**config.mk**
```make
export PLATFORM = sky130hd
export DESIGN_NAME = dsp_tag_alloc
export DESIGN_NICKNAME = d
export VERILOG_FILES = /design/src/rtl/dsp_tag_alloc.sv
export SDC_FILE = /design/constraint.sdc
export NUM_CORES = 1
export LEC_CHECK = 0
export CORE_MARGIN = 2
export CORE_UTILIZATION = 40
export CTS_BUF_LIST = sky130_fd_sc_hd__clkbuf_8
export DETAILED_ROUTE_END_ITERATION = 8
export PLACE_DENSITY_LB_ADDON = 0.3
export SLEW_MARGIN = 30
export SYNTH_ARGS = -nofsm -noshare
export SYNTH_HDL_FRONTEND = slang
export SYNTH_SLANG_ARGS = --single-unit
```
**constraint.sdc**
```tcl
create_clock -name clk -period 9.3 [get_ports clk]
set_clock_uncertainty 0.2 [all_clocks]
set_input_delay 1.86 -clock clk [delete_from_list [all_inputs] [get_ports clk]]
set_output_delay 1.86 -clock clk [all_outputs]
set_load 0.01 [all_outputs]
```
**src/rtl/dsp_tag_alloc.sv**
```systemverilog
// Circular in-order ID allocator with retire reclaim and flush rollback. Grant and IDs are combinational; pointers update next cycle.
// Backpressure: a request is refused whole on stall, flush or insufficient free entries; retire is never blocked.
module dsp_tag_alloc #(
  parameter int DEPTH      = 128,
  parameter int LANES      = 4,
  parameter int RET_LANES  = 4,
  parameter int FLUSH_KEEP = 1,
  localparam int IDW       = $clog2(DEPTH) + 1
) (
  input  logic                 clk,
  input  logic                 rst,
  input  logic                 i_flush_trap,
  input  logic                 i_flush_a_vld,
  input  logic [IDW-1:0]       i_flush_a_id,
  input  logic                 i_flush_b_vld,
  input  logic [IDW-1:0]       i_flush_b_id,
  input  logic                 i_stall,
  input  logic [LANES-1:0]     i_req_vld,
  output logic                 o_grant,
  output logic [LANES*IDW-1:0] o_id,
  output logic [IDW-1:0]       o_dsp_ptr,
  output logic [IDW-1:0]       o_ret_ptr,
  input  logic [RET_LANES-1:0] i_ret_vld,
  output logic [IDW-1:0]       o_free_cnt,
  output logic                 o_list_empty
);

  logic [IDW-1:0] dsp_ptr, ret_ptr, dsp_nxt, ret_nxt;
  logic [IDW-1:0] occ, free_cnt, sel_id;
  logic [IDW:0]   req_cnt, ret_cnt;
  logic           any_partial, any_flush;

  // Lap bit decides whether the low-bit compare is direct or inverted.
  function automatic logic older(input logic [IDW-1:0] a, input logic [IDW-1:0] b);
    if (a[IDW-1] == b[IDW-1]) return a[IDW-2:0] < b[IDW-2:0];
    else                      return a[IDW-2:0] >= b[IDW-2:0];
  endfunction

  assign occ      = dsp_ptr - ret_ptr;
  assign free_cnt = IDW'(DEPTH) - occ;

  always_comb begin
    req_cnt = '0;
    o_id    = '0;
    for (int k = 0; k < LANES; k++) begin
      o_id[k*IDW +: IDW] = dsp_ptr + req_cnt[IDW-1:0];
      req_cnt = req_cnt + (IDW+1)'(i_req_vld[k]);
    end
  end

  always_comb begin
    ret_cnt = '0;
    for (int k = 0; k < RET_LANES; k++) ret_cnt = ret_cnt + (IDW+1)'(i_ret_vld[k]);
  end

  assign any_partial = i_flush_a_vld | i_flush_b_vld;
  assign any_flush   = i_flush_trap | any_partial;

  always_comb begin
    sel_id = i_flush_a_id;
    if (i_flush_a_vld && i_flush_b_vld)
      sel_id = older(i_flush_a_id, i_flush_b_id) ? i_flush_a_id : i_flush_b_id;
    else if (i_flush_b_vld)
      sel_id = i_flush_b_id;
  end

  assign o_grant = (|i_req_vld) & ~i_stall & ~any_flush & ({1'b0, free_cnt} >= req_cnt);
  assign ret_nxt = ret_ptr + ret_cnt[IDW-1:0];

  always_comb begin
    dsp_nxt = dsp_ptr;
    if (i_flush_trap)     dsp_nxt = ret_nxt;
    else if (any_partial) dsp_nxt = sel_id + IDW'(FLUSH_KEEP);
    else if (o_grant)     dsp_nxt = dsp_ptr + req_cnt[IDW-1:0];
  end

  always_ff @(posedge clk) begin
    if (rst) begin
      dsp_ptr <= '0;
      ret_ptr <= '0;
    end else begin
      dsp_ptr <= dsp_nxt;
      ret_ptr <= ret_nxt;
    end
  end

  assign o_dsp_ptr    = dsp_ptr;
  assign o_ret_ptr    = ret_ptr;
  assign o_free_cnt   = free_cnt;
  assign o_list_empty = (free_cnt == '0);

  always @(posedge clk) begin
    if (!rst) begin
      assert ((i_ret_vld & (i_ret_vld + RET_LANES'(1))) == '0);
      assert (ret_cnt <= {1'b0, occ});
      if (i_flush_a_vld) assert (IDW'(i_flush_a_id - ret_ptr) < occ);
      if (i_flush_b_vld) assert (IDW'(i_flush_b_id - ret_ptr) < occ);
    end
  end

endmodule

```
==> results.py <==
metrics = {
    "critical_path": {
        "worst_setup_path_end_kind": "primary output",
        "worstSetupPathType": "input port to primary output",
        "cp.required_ns": 7.24,
        "cp.arrival_ns": 5.12,
        "crit_fanout": 4,
        "cpPeakStageDelay_ns": 0.61,
        "start_kind": "input port",
        "path_cells": "clkdlybuf4s50_1, fa_1, ha_1, fa_1, inv_1, ha_1, a21oi_1, nor2b_1, o31ai_4, a21oi_1, clkdlybuf4s50_1",
        "cp_slowest_cell": "fa_1",
    },
    "power_and_ir_drop": {
        "vdd_drop_max_mv": 0.07605,
        "p_comb_share_pct": 76.3,
        "power_density_nw_per_um2": 200.7,
        "finalPower_uw": 722.8,
        "clkPwrFrac_pct": 8.5,
        "sw_frac_of_total_pct": 43.28,
        "leakage_uw": 0.001520,
        "p_int_uw": 410.0,
        "power_frac_seq_pct": 15.2,
        "switching_power_uw": 312.9,
    },
    "run_status": {
        "violations": "design-rule violations",
        "outcome": "complete, but fails checks",
    },
    "global_routing": {
        "antenna_found_initial": 0,
        "track_usage_pct": 19.52,
        "grt_use_met1_pct": 25.32,
        "grt_pass1_vias": 2456,
        "met2_usage_pct": 35.87,
        "grt_max_degree": 16,
        "grt_pass1_wl_um": 11700,
        "use_met3_pct": 1.347,
        "busiest_layer": "met2",
        "gr-total-overflow": 0,
    },
    "clock_network": {
        "insertion_delay_ns": 0.25,
        "root_buffer": "clkbuf_8",
        "cts_max_level": 1,
        "cts_buffer_depth": 2,
        "cts_tree": "done",
        "path_clk_slew_ns": 0.06,
        "cts_buffers": 3,
        "cts_sinks": 16,
        "holdBufCountCts": 0,
        "post-cts-setup-buffers": 0,
        "cts_resized": 0,
    },
    "detailed_routing": {
        "via_per_inst": 5.313,
        "num_vias": 2545,
        "drc": 6,
        "first_iter_violations": 169,
        "final_antenna_net_count": 0,
        "wl_per_cell_um": 14.44,
        "firstDrtPassIters": 8,
        "routed_wl_um": 6915,
    },
    "die": {
        "row_count": 29,
        "core_area_um2": 6422,
        "initial_core_util_pct": 41.65,
        "dieWidth_um": 85.78,
        "io_pins": 88,
        "die_h_um": 85.78,
        "dieArea_um2": 7358,
    },
    "placement": {
        "globalplace.congestion": 0.8906,
        "pre_cts_ws_ns": 2.116,
        "dpl.hpwl_um": 5841,
        "portBuffers": 87,
        "placed_cells": 475,
        "placed_cell_area_um2": 3547,
    },
    "sta": {
        "min_period_ns": 7.181,
        "layout_setup_ws_ns": 2.119,
        "final_max_slew_viol_count": 0,
        "fin_crit_sh_pct": 77.22,
        "rsz0062_at_grt": "no",
        "setup_tns_ns": 0,
        "setup_violations": 0,
        "tightest_slew_ns": 0.9324,
        "maxSlewHeadroom_pct": 37.64,
        "fmax_mhz": 139.3,
        "hold_viol": 0,
    },
    "synth": {
        "ys_top_cells_by_area": "ha_1, dfxtp_1, xnor2_1",
        "syn_avg_cell_area_um2": 8.206,
        "synth_xor_area_share_pct": 14.08,
        "synthAdderAreaFrac_pct": 25.91,
        "synth_top_family_by_area": "adder cells",
        "ys_seq_area_share_pct": 11.97,
        "async_reset_ff_share_pct": 0,
        "yosys_register_bits": 16,
        "ys.flop_type": "dfxtp_1",
        "synthSimpleGateAreaFrac_pct": 18.66,
        "yosysTopAreaCell": "ha_1",
        "syn_nets": 406,
        "syn_inst": 326,
        "muxShareOfSynthArea_pct": 2.713,
        "synth_compound_area_share_pct": 18.62,
        "yosysTopAreaCellShare_pct": 19.18,
        "syn_area_um2": 2675,
        "synth_warnings": 0,
        "synth_edf_count": 0,
        "ys_types": 56,
    },
    "final_layout": {
        "syn_to_final_growth_pct": 34.66,
        "nets": 483,
        "layout_commonest_cell": "clkdlybuf4s50_1",
        "postLayoutCellArea_um2": 3602,
        "fillCellCount": 599,
        "antenna_cells": 0,
        "final_cell_mix": "clkdlybuf4s50_1, ha_1, nor2_1",
        "drive_gt1_share_pct": 5.224,
        "fin_cells": 479,
    },
    "worst_hold_path": {
        "min_path_type": "flip-flop to flip-flop",
    },
    "job": {
        "maxCapViolations": 0,
    },
}
-- metal layers --
layer / vias up / part of all wire, %
met5: - / 0
met3: 4 / 4.0
li1: 1278 / -
met1: 1193 / 45
met2: 70 / 50
met4: 0 / 0.55
-- power groups by stage --
stage	logic [µW]	clock network, µW	registers (µW)
2_1_floorplan	335	0	103
3_3_place_gp	541	0	111
3_5_place_dp	552	0	111
4_1_cts	554	62.7	110
5_1_grt	608	66.3	113
6_report	551	61.6	110
-- synth_stat cells (3+ instances only) --
master / n
ha_1: 41
nor2_1: 37
inv_1: 30
xnor2_1: 30
a21oi_1: 17
dfxtp_1: 16
nand2_1: 16
nand3_1: 13
xor2_1: 13
fa_1: 9
a21o_1: 8
buf_4: 8
and3_1: 6
nor3_1: 6
and2_1: 5
clkbuf_1: 5
mux2i_1: 5
o21ai_0: 4
a211oi_1: 3
a211oi_2: 3
nand3b_1: 3
nor2b_1: 3
o21ai_1: 3
-- path summary, 6_finish.rpt --
kind / start / to / slack [ns] / cells after the start
setup / recovery: i_req_vld[0] / o_grant / 2.12 / 11
hold reg to reg: o_dsp_ptr[6] / o_dsp_ptr[6] / 0.41 / 2
hold / removal: o_dsp_ptr[6] / o_dsp_ptr[6] / 0.41 / 2
setup reg to reg: o_dsp_ptr[1] / o_dsp_ptr[2] / 5.26 / 11
-- registers in the layout, summed over array words and instances, names as in the netlist --
register   count
o_dsp_ptr      8
o_ret_ptr      8
-- per-stage QoR --
stage,hold slack (ns),utilization (%)
5_1_grt,0.4238,56.09
6_report,0.4125,56.09
2_1_floorplan,0.3880,-
3_3_place_gp,0.3804,55.23
3_5_place_dp,0.3948,55.23
4_1_cts,0.4034,56.09
-- kinds of logic (layout without fill, tap and decap cells) --
family          Yosys count  in the layout
simple gates            102            102
compound gates           61             61
fa+ha+maj                50             50
buf+inv                  47            123
xor+xnor                 43             43
flops                    16             16
mux                       7              7
-- cell type report --
cell class                 instances  area (µm²)  share of cell area [%]
multi-input combinational        263        2140                   59.40
sequential                        16       320.3                   8.892
timing repair buffer              87       870.8                   24.18
clock buffer                       4       55.05                   1.528
inverter                          32       120.1                   3.334
tap                               77       96.34                   2.675
-- worst max-delay path, delay by kind of cell --
family / cells / cell delay [ns]
fa+ha+maj: 4 / 1.67
buf+inv: 3 / 1.10
simple gates: 1 / 0.20
compound gates: 3 / 0.28
No activity file was read; power rests on OpenSTA's default activity.
